### config.mk
export PLATFORM = sky130hd
export DESIGN_NAME = vga_digit_sequencer_flat
export DESIGN_NICKNAME = d
export VERILOG_FILES = /design/src/rtl/vga_digit_sequencer_if.sv /design/src/rtl/vga_digit_sequencer.sv /design/src/flat_wrapper.sv
export SDC_FILE = /design/constraint.sdc
export NUM_CORES = 1
export LEC_CHECK = 0
export ABC_AREA = 1
export CAP_MARGIN = 20
export CORE_AREA = 3 3 50 52
export CTS_CLUSTER_SIZE = 25
export DETAILED_ROUTE_END_ITERATION = 12
export DIE_AREA = 0 0 53 55
export PLACE_DENSITY_LB_ADDON = 0.3
export SETUP_SLACK_MARGIN = 0.02
export SLEW_MARGIN = 20
export SYNTH_ARGS = -nofsm -noshare
export SYNTH_HDL_FRONTEND = slang
export SYNTH_SLANG_ARGS = --single-unit
### constraint.sdc
create_clock -name clk -period 1.7 [get_ports clk]
set_input_delay 0.34 -clock clk [delete_from_list [all_inputs] [get_ports clk]]
set_output_delay 0.34 -clock clk [all_outputs]
set_load 0.05 [all_outputs]
### src/rtl/vga_digit_sequencer_if.sv
// Bundle of the control-to-sequencer signals and the digit outputs that go to the renderer.
// The master modport belongs to the controller; the sequencer uses the slave modport.
interface vga_digit_sequencer_if #(
    parameter int unsigned DIGIT_W = 4
);
    logic               frame_start;
    logic               run_en;
    logic               step_req;
    logic               dir;
    logic               load_valid;
    logic [DIGIT_W-1:0] load_digit;
    logic               load_ready;
    logic [DIGIT_W-1:0] digit;
    logic               digit_upd;
    logic               wrap_o;
    logic [1:0]         state_o;

    modport master (
        output frame_start, run_en, step_req, dir, load_valid, load_digit,
        input  load_ready, digit, digit_upd, wrap_o, state_o
    );

    modport slave (
        input  frame_start, run_en, step_req, dir, load_valid, load_digit,
        output load_ready, digit, digit_upd, wrap_o, state_o
    );
endinterface

### src/rtl/vga_digit_sequencer.sv
// Frame-synchronous digit sequencer: auto-steps in RUN, single-steps in PAUSE, loads via handshake.
// Optional build macro VGA_DIGIT_SEQ_PINGPONG_EN makes the digit bounce at the range ends.
module vga_digit_sequencer #(
    parameter int unsigned FRAMES_PER_STEP = 60,
    parameter int unsigned DIGIT_MAX       = 9,
    parameter int unsigned DIGIT_W         = 4
) (
    input logic                  clk,
    input logic                  rst,
    vga_digit_sequencer_if.slave seq_io
);
    localparam int unsigned        CntW     = (FRAMES_PER_STEP > 1) ? $clog2(FRAMES_PER_STEP) : 1;
    localparam logic [CntW-1:0]    CntLast  = CntW'(FRAMES_PER_STEP - 1);
    localparam logic [DIGIT_W-1:0] DigitMax = DIGIT_W'(DIGIT_MAX);
    localparam logic [DIGIT_W-1:0] DigitOne = DIGIT_W'(1);

    typedef enum logic [1:0] {
        StIdle  = 2'b00,
        StRun   = 2'b01,
        StPause = 2'b10
    } state_e;

    state_e             state_q, state_d;
    logic [DIGIT_W-1:0] digit_q, digit_d;
    logic [CntW-1:0]    cnt_q, cnt_d;
    logic               step_pend_q, step_pend_d;
    logic               load_pend_q, load_pend_d;
    logic [DIGIT_W-1:0] load_val_q, load_val_d;
    logic               upd_q, upd_d;
    logic               wrap_q, wrap_d;

    logic               load_ready;
    logic               load_fire;
    logic               advance;
    logic [DIGIT_W-1:0] adv_digit;
    logic               adv_wrap;

`ifdef VGA_DIGIT_SEQ_PINGPONG_EN
    logic dir_q, dir_d;
    logic adv_flip;

    // Bounce at the ends; with a single-value range the digit stays put but still flags a reversal.
    always_comb begin
        adv_digit = digit_q;
        adv_wrap  = 1'b0;
        adv_flip  = 1'b0;
        if (!dir_q) begin
            if (digit_q == DigitMax) begin
                adv_digit = (DigitMax == '0) ? '0 : DigitMax - DigitOne;
                adv_wrap  = 1'b1;
                adv_flip  = 1'b1;
            end else begin
                adv_digit = digit_q + DigitOne;
            end
        end else begin
            if (digit_q == '0) begin
                adv_digit = (DigitMax == '0) ? '0 : DigitOne;
                adv_wrap  = 1'b1;
                adv_flip  = 1'b1;
            end else begin
                adv_digit = digit_q - DigitOne;
            end
        end
    end
`else
    always_comb begin
        adv_digit = digit_q;
        adv_wrap  = 1'b0;
        if (!seq_io.dir) begin
            if (digit_q == DigitMax) begin
                adv_digit = '0;
                adv_wrap  = 1'b1;
            end else begin
                adv_digit = digit_q + DigitOne;
            end
        end else begin
            if (digit_q == '0) begin
                adv_digit = DigitMax;
                adv_wrap  = 1'b1;
            end else begin
                adv_digit = digit_q - DigitOne;
            end
        end
    end
`endif

    assign load_ready = (state_q != StRun) && !load_pend_q;
    assign load_fire  = seq_io.load_valid && load_ready;

    always_comb begin
        state_d     = state_q;
        digit_d     = digit_q;
        cnt_d       = cnt_q;
        step_pend_d = step_pend_q;
        load_pend_d = load_pend_q;
        load_val_d  = load_val_q;
        upd_d       = 1'b0;
        wrap_d      = 1'b0;
        advance     = 1'b0;
`ifdef VGA_DIGIT_SEQ_PINGPONG_EN
        dir_d       = dir_q;
`endif

        unique case (state_q)
            StIdle:  if (seq_io.run_en)  state_d = StRun;
            StRun:   if (!seq_io.run_en) state_d = StPause;
            StPause: if (seq_io.run_en)  state_d = StRun;
            default: state_d = StIdle;
        endcase

        if (state_q == StPause && seq_io.step_req) begin
            step_pend_d = 1'b1;
        end

        // The frame is always processed according to the state sampled in this cycle.
        if (seq_io.frame_start) begin
            if (load_pend_q) begin
                digit_d     = load_val_q;
                upd_d       = 1'b1;
                load_pend_d = 1'b0;
                step_pend_d = 1'b0;
                cnt_d       = '0;
            end else if (state_q == StRun) begin
                if (cnt_q == CntLast) begin
                    cnt_d   = '0;
                    advance = 1'b1;
                end else begin
                    cnt_d = cnt_q + CntW'(1);
                end
            end else if (state_q == StPause && step_pend_q) begin
                advance     = 1'b1;
                step_pend_d = 1'b0;
            end
        end

        if (advance) begin
            digit_d = adv_digit;
            wrap_d  = adv_wrap;
            upd_d   = 1'b1;
`ifdef VGA_DIGIT_SEQ_PINGPONG_EN
            if (adv_flip) dir_d = ~dir_q;
`endif
        end

`ifdef VGA_DIGIT_SEQ_PINGPONG_EN
        // A fresh direction on entering RUN overrides any reversal from the same frame.
        if (state_q != StRun && state_d == StRun) dir_d = seq_io.dir;
`endif

        if (load_fire) begin
            load_pend_d = 1'b1;
            load_val_d  = (seq_io.load_digit > DigitMax) ? DigitMax : seq_io.load_digit;
        end
    end

    always_ff @(posedge clk) begin
        if (rst) begin
            state_q     <= StIdle;
            digit_q     <= '0;
            cnt_q       <= '0;
            step_pend_q <= 1'b0;
            load_pend_q <= 1'b0;
            load_val_q  <= '0;
            upd_q       <= 1'b0;
            wrap_q      <= 1'b0;
`ifdef VGA_DIGIT_SEQ_PINGPONG_EN
            dir_q       <= 1'b0;
`endif
        end else begin
            state_q     <= state_d;
            digit_q     <= digit_d;
            cnt_q       <= cnt_d;
            step_pend_q <= step_pend_d;
            load_pend_q <= load_pend_d;
            load_val_q  <= load_val_d;
            upd_q       <= upd_d;
            wrap_q      <= wrap_d;
`ifdef VGA_DIGIT_SEQ_PINGPONG_EN
            dir_q       <= dir_d;
`endif
        end
    end

    assign seq_io.load_ready = load_ready;
    assign seq_io.digit      = digit_q;
    assign seq_io.digit_upd  = upd_q;
    assign seq_io.wrap_o     = wrap_q;
    assign seq_io.state_o    = state_q;
endmodule

### src/flat_wrapper.sv
// flat-port wrapper written by rule: the top's interface ports become plain ports
module vga_digit_sequencer_flat 
#(
    parameter int unsigned FRAMES_PER_STEP = 60,
    parameter int unsigned DIGIT_MAX       = 9,
    parameter int unsigned DIGIT_W         = 4
)
  (clk, rst, seq_io_frame_start, seq_io_run_en, seq_io_step_req, seq_io_dir, seq_io_load_valid, seq_io_load_digit, seq_io_load_ready, seq_io_digit, seq_io_digit_upd, seq_io_wrap_o, seq_io_state_o);
  vga_digit_sequencer_if #(.DIGIT_W(DIGIT_W)) seq_io_i ();
  input logic clk;
  input logic rst;
  input wire logic [$bits(seq_io_i.frame_start)-1:0] seq_io_frame_start;
  input wire logic [$bits(seq_io_i.run_en)-1:0] seq_io_run_en;
  input wire logic [$bits(seq_io_i.step_req)-1:0] seq_io_step_req;
  input wire logic [$bits(seq_io_i.dir)-1:0] seq_io_dir;
  input wire logic [$bits(seq_io_i.load_valid)-1:0] seq_io_load_valid;
  input wire logic [$bits(seq_io_i.load_digit)-1:0] seq_io_load_digit;
  output wire logic [$bits(seq_io_i.load_ready)-1:0] seq_io_load_ready;
  output wire logic [$bits(seq_io_i.digit)-1:0] seq_io_digit;
  output wire logic [$bits(seq_io_i.digit_upd)-1:0] seq_io_digit_upd;
  output wire logic [$bits(seq_io_i.wrap_o)-1:0] seq_io_wrap_o;
  output wire logic [$bits(seq_io_i.state_o)-1:0] seq_io_state_o;
  assign seq_io_i.frame_start = seq_io_frame_start;
  assign seq_io_i.run_en = seq_io_run_en;
  assign seq_io_i.step_req = seq_io_step_req;
  assign seq_io_i.dir = seq_io_dir;
  assign seq_io_i.load_valid = seq_io_load_valid;
  assign seq_io_i.load_digit = seq_io_load_digit;
  assign seq_io_load_ready = seq_io_i.load_ready;
  assign seq_io_digit = seq_io_i.digit;
  assign seq_io_digit_upd = seq_io_i.digit_upd;
  assign seq_io_wrap_o = seq_io_i.wrap_o;
  assign seq_io_state_o = seq_io_i.state_o;
  vga_digit_sequencer #(.FRAMES_PER_STEP(FRAMES_PER_STEP), .DIGIT_MAX(DIGIT_MAX), .DIGIT_W(DIGIT_W)) u_core (.clk(clk), .rst(rst), .seq_io(seq_io_i));
endmodule
Word-level counts from Yosys, hierarchy flattened:

Cells that the tools add are included.

* add/subtract/negate cells: 3
* bitwise gates (word level): 1
* mux-type cells: 31
* multipliers: 0
* div/mod/pow operators: 0
* order comparisons: 1
* reduce and logical (&&, ||, !) cells: 16
* equality and inequality tests: 7
* shifts and indexed selects: 0

Operators by type and width (count)
* $mux W4: 7
* $mux W1: 18
* $mux W6: 3
* $reduce_bool A2 Y1: 4
* $add A6 B1 Y6 const B: 1
* $eq A6 B6 Y1 const B: 1
* $reduce_and A2 Y1: 3
* $add A4 B1 Y4 const B: 1
* $eq A4 B4 Y1 const B: 1
* $gt A4 B4 Y1 const B: 1
* $logic_and A1 B1 Y1: 4
* $logic_not A4 Y1: 1
* $mux W2: 2
* $ne A2 B1 Y1 const B: 2
* $pmux W2 S2: 1
* $reduce_or A2 Y1: 2
* $sub A4 B1 Y4 const B: 1
* $eq A2 B1 Y1 const B: 1
* $eq A2 B2 Y1 const B: 1
* $logic_not A2 Y1: 1
* $ne A2 B2 Y1 const B: 1
* $logic_not A1 Y1: 1
* $not A1 Y1: 1

* bits in read-only memories: 0
* memories kept: 0
* bits in latches: 0
* input port bits: 11
* register bits: 20
* memory bits (writable): 0
* word-level logic and storage cells: 67

Depth between registers and ports, before layout:

* depth after elaboration: 8
* depth in mapped cells: 10
* mapped depth without buffers: 10

Least setup slack after synthesis:

Ideal clock, no wire load.

* path kind: register -> register
* start: register u_core.state_q[1] (netlist: u_core.seq_io.state_o[1])
* end: register u_core.load_val_q[0]
* setup time: 0.074 ns
* arrival: 1.626 ns
* cell stages (with the launch flop): 9
* setup slack: -0.001 ns
* period minus slack after synthesis: 1.701 ns
* required time: 1.626 ns
* path buffers: 0
* path through: dfxtp_1 > inv_1 > nand2_1 > nand2_2 > inv_2 > nand2_1 > inv_1 > o21ai_0 > a31oi_1

* word-level cells in the longest chain between the ends: 3

RTL lines
* start: declaration: line vga_digit_sequencer.sv:23 `state_e state_q, state_d;`
* start signal: assignment: line vga_digit_sequencer.sv:158 `state_q <= StIdle;`
* start signal: assignment: line vga_digit_sequencer.sv:170 `state_q <= state_d;`
* $ne A2 B1 Y1: line vga_digit_sequencer.sv:87 `assign load_ready = (state_q != StRun) && !load_pend_q;`
* $logic_and A1 B1 Y1: line vga_digit_sequencer.sv:87
* net seq_io_load_ready: line flat_wrapper.sv:18 `output wire logic [$bits(seq_io_i.load_ready)-1:0] seq_io_load_ready;`
* $logic_and A1 B1 Y1: line vga_digit_sequencer.sv:88 `assign load_fire = seq_io.load_valid && load_ready;`
* end signal: assignment: line vga_digit_sequencer.sv:175 `load_val_q <= load_val_d;`
* end: declaration: line vga_digit_sequencer.sv:28 `logic [DIGIT_W-1:0] load_val_q, load_val_d;`

The timed path passes the listed nets, and every way through them passes these cells.
A chain may end at the register's enable or synchronous reset.

Worst setup path in the final report:

* start: register u_core.state_q[1] (netlist: u_core.seq_io.state_o[1])
* end: output seq_io_load_ready

* word-level cells in the longest chain between the ends: 2

RTL lines (line)
* $ne A2 B1 Y1: vga_digit_sequencer.sv:87
* $logic_and A1 B1 Y1: vga_digit_sequencer.sv:87
* end: declaration: flat_wrapper.sv:18

No other way between the ends.

==> reports/metrics.cfg <==
[sta]
min_period_over_period_pct = 89.41
setup_ws_ns = 0.1800
setup_viol = 0
finalSetupTns_ns = 0
clock.fmax_mhz = 657.9
hold_viol_final = 0
whs_ns = 0.4489
tightest_slew_ns = 0.3217
skew_ns = 0.005583
rsz0062_at_grt = false
period_minus_slack_ns = 1.520
final_max_slew_viol_count = 0
slew_headroom_pct = 78.52

[floorplanning]
rows = 17
die_area_mm2 = 0.002915
io_pins = 20
die_h_um = 55
fp.coreArea_mm2 = 0.002148
initial_core_util_pct = 48.46
die_x_um = 53

[final_layout]
instances_no_fill = 213
syn2layout_area_growth_pct = 30.29
diodes = 0
drive_gt1_share_pct = 14.59
design_area_mm2 = 0.001356
nets = 198
nFillCells = 189

[pwr]
p_per_area_mw_per_mm2 = 701.1
ir_worst_vdd_uv = 499.5
p_leak_nw = 0.5547

[synth]
synth-xor-area-share_pct = 0
synth-main-ff-cell = dfxtp_1
synth_edf_count = 0
yosys.area.top_type_share_pct = 38.46
ys_seq_elements = 20
synth_top_family_by_area = simple AND/OR/NAND/NOR gates
synth.area.mux_share_pct = 0
synth_nets = 173
async_flop_share_pct = 0
yosysTopAreaCell = dfxtp_1
syn_area_per_cell_um2 = 6.466
yosys_warnings = 0
yosys.area_share.adder_pct = 1.202
synth_area_mm2 = 0.001041
synth-simple-area-share_pct = 35.46
synth_compound_area_share_pct = 15.87
ys_seq_area_share_pct = 38.46
ys_types = 22
synth_area_leaders = dfxtp_1 (38%), nand2_1 (18%), inv_1 (7.6%)
netlist_instances = 161

[worst_setup_path]
worstPathCellList = inv_1 -> nand2_1 -> nand2_2 -> inv_2 -> buf_12
r2r-start = u_core.cnt_q[1]
path_buf_inv = 3
max_stage_delay_ns = 0.36
path_max_fanout = 3
start_kind = flip-flop
cp.required_ns = 1.36
critPathKind = flip-flop to output port
startpoint = u_core.seq_io.state_o[1]
cp_slowest_cell = dfxtp_2
critPathCaptureType = output port
cp_top_family = flip-flops
cp.arrival_ns = 1.18

[outcome]
outcome = finished, final reports clean

[placed_design]
place_inst = 209
port_buffers = 19
gp_congestion = 0.8784
placed_area_mm2 = 0.001319
hpwl_mm = 1.848
dpl_worst_slack_ns = 0.02928

[routing]
vias = 1043
drt_first_pass_iters = 4
drcViolationCount = 0
met2WireLength_mm = 1.134
wl_mm = 2.256
wl_met3_um = 105
detail-route-antenna-nets = 0
dr.first_iter.drc_count = 33
wl_per_cell_um = 10.59
highest_layer = met4
wl_met1_um = 998
viasPerCell = 4.897

[clock_network]
cts_max_level = 1
clk_pin_slew_ns = 0.11
cts_tree = built
clock_sinks = 20
numCtsBuffers = 3
clock_latency_ns = 0.30
cts_buffer_depth = 2
cts_root_buf = clkbuf_4

[global_routing]
grtUsageTotal_pct = 18.17
overflow = 0
grt_pass1_vias = 1007
antenna_found_initial = 0
grt_max_degree = 12
grt_first_pass_wirelength_mm = 3.946

[worst_hold_path]
min_from = u_core.seq_io.state_o[1]
hp-class = flip-flop to flip-flop

[run]
cap_violations = 0

==> path summary, 6_finish.rpt <==
path / end / slack (ns) / cells after the start
worst max register to register: u_core.seq_io.digit[2] / 0.24 / 10
worst max-delay path: seq_io_load_ready / 0.18 / 5
worst min register to register: u_core.seq_io.state_o[0] / 0.45 / 1
worst min-delay path: u_core.seq_io.state_o[0] / 0.45 / 1
==> cell usage in the layout (no fill, tap or decap) <==
cell type	n
nand2_1	51
inv_1	21
dfxtp_1	18
nor2_1	17
a21oi_1	13
clkdlybuf4s50_1	10
o21ai_0	9
nand3_1	8
buf_4	6
buf_12	5
inv_2	3
nand4_1	3
clkbuf_4	3
nand2_2	2
o21ai_2	2
a211oi_1	2
dfxtp_2	2
a31oi_1	1
nor3_1	1
nor2_4	1
nor3b_1	1
o21bai_1	1
nor3b_2	1
or2_0	1
a21oi_2	1
ha_1	1
clkbuf_8	1
==> cells by family (layout without fill, tap and decap cells) <==
logic type | after synthesis | count (layout)
adders and majority gates | 1 | 1
DFF | 20 | 20
and+or+nand+nor | 86 | 86
buffers and inverters | 25 | 49
AOI/OAI and AO/OA | 29 | 29
==> metrics by stage <==
stage | power [mW] | util [%]
detailed placement | 0.6792 | 61.39
floorplan | 0.6039 | -
global placement | 0.6736 | 61.39
finish | 0.9509 | 63.13
global route | 0.9831 | 63.13
CTS | 0.9542 | 63.08
==> layer usage <==
layer  track usage (%)  vias up
li1                  -      564
met1             20.62      452
met2             33.26       25
met3             2.681        2
met4             8.936        0
met5                 0        -
==> registers in the layout, indices dropped and copies added, names as in the netlist <==
| name | flops |
|---|---|
| u_core.cnt_q | 6 |
| u_core.load_pend_q | 1 |
| u_core.load_val_q | 4 |
| u_core.seq_io.digit | 4 |
| u_core.seq_io.digit_upd | 1 |
| u_core.seq_io.state_o | 2 |
| u_core.seq_io.wrap_o | 1 |
| u_core.step_pend_q | 1 |
==> cell usage after synthesis, drive strengths merged (2+ instances only) <==
master / number
inv: 24
nor3b: 2
nand3: 8
a211oi: 2
nor2: 18
o21ai: 11
dfxtp: 20
nand4: 3
a21oi: 14
nand2: 53
==> area by class of cell <==
class	count	area (um^2)	share of cell area [%]
clock buffer	4	36.28	2.675
inverter	24	90.09	6.642
multi-input combinational	116	546.8	40.31
sequential	20	402.9	29.70
tap	28	35.03	2.583
timing repair buffer	21	245.2	18.08
==> report_power, final <==
part	leakage (nW)	switching, mW	internal, mW	total (mW)
Combinational	0.370	0.0983	0.0707	0.169
Clock	0.0210	0.151	0.131	0.282
Sequential	0.164	0.0150	0.485	0.500
==> timing repair <==
item	CTS	global route
setup buffers	0	0
hold buffers	0	0
endpoints found under the setup margin	0	1
gates resized for setup	0	1
Power figures use the tool's default switching activity.
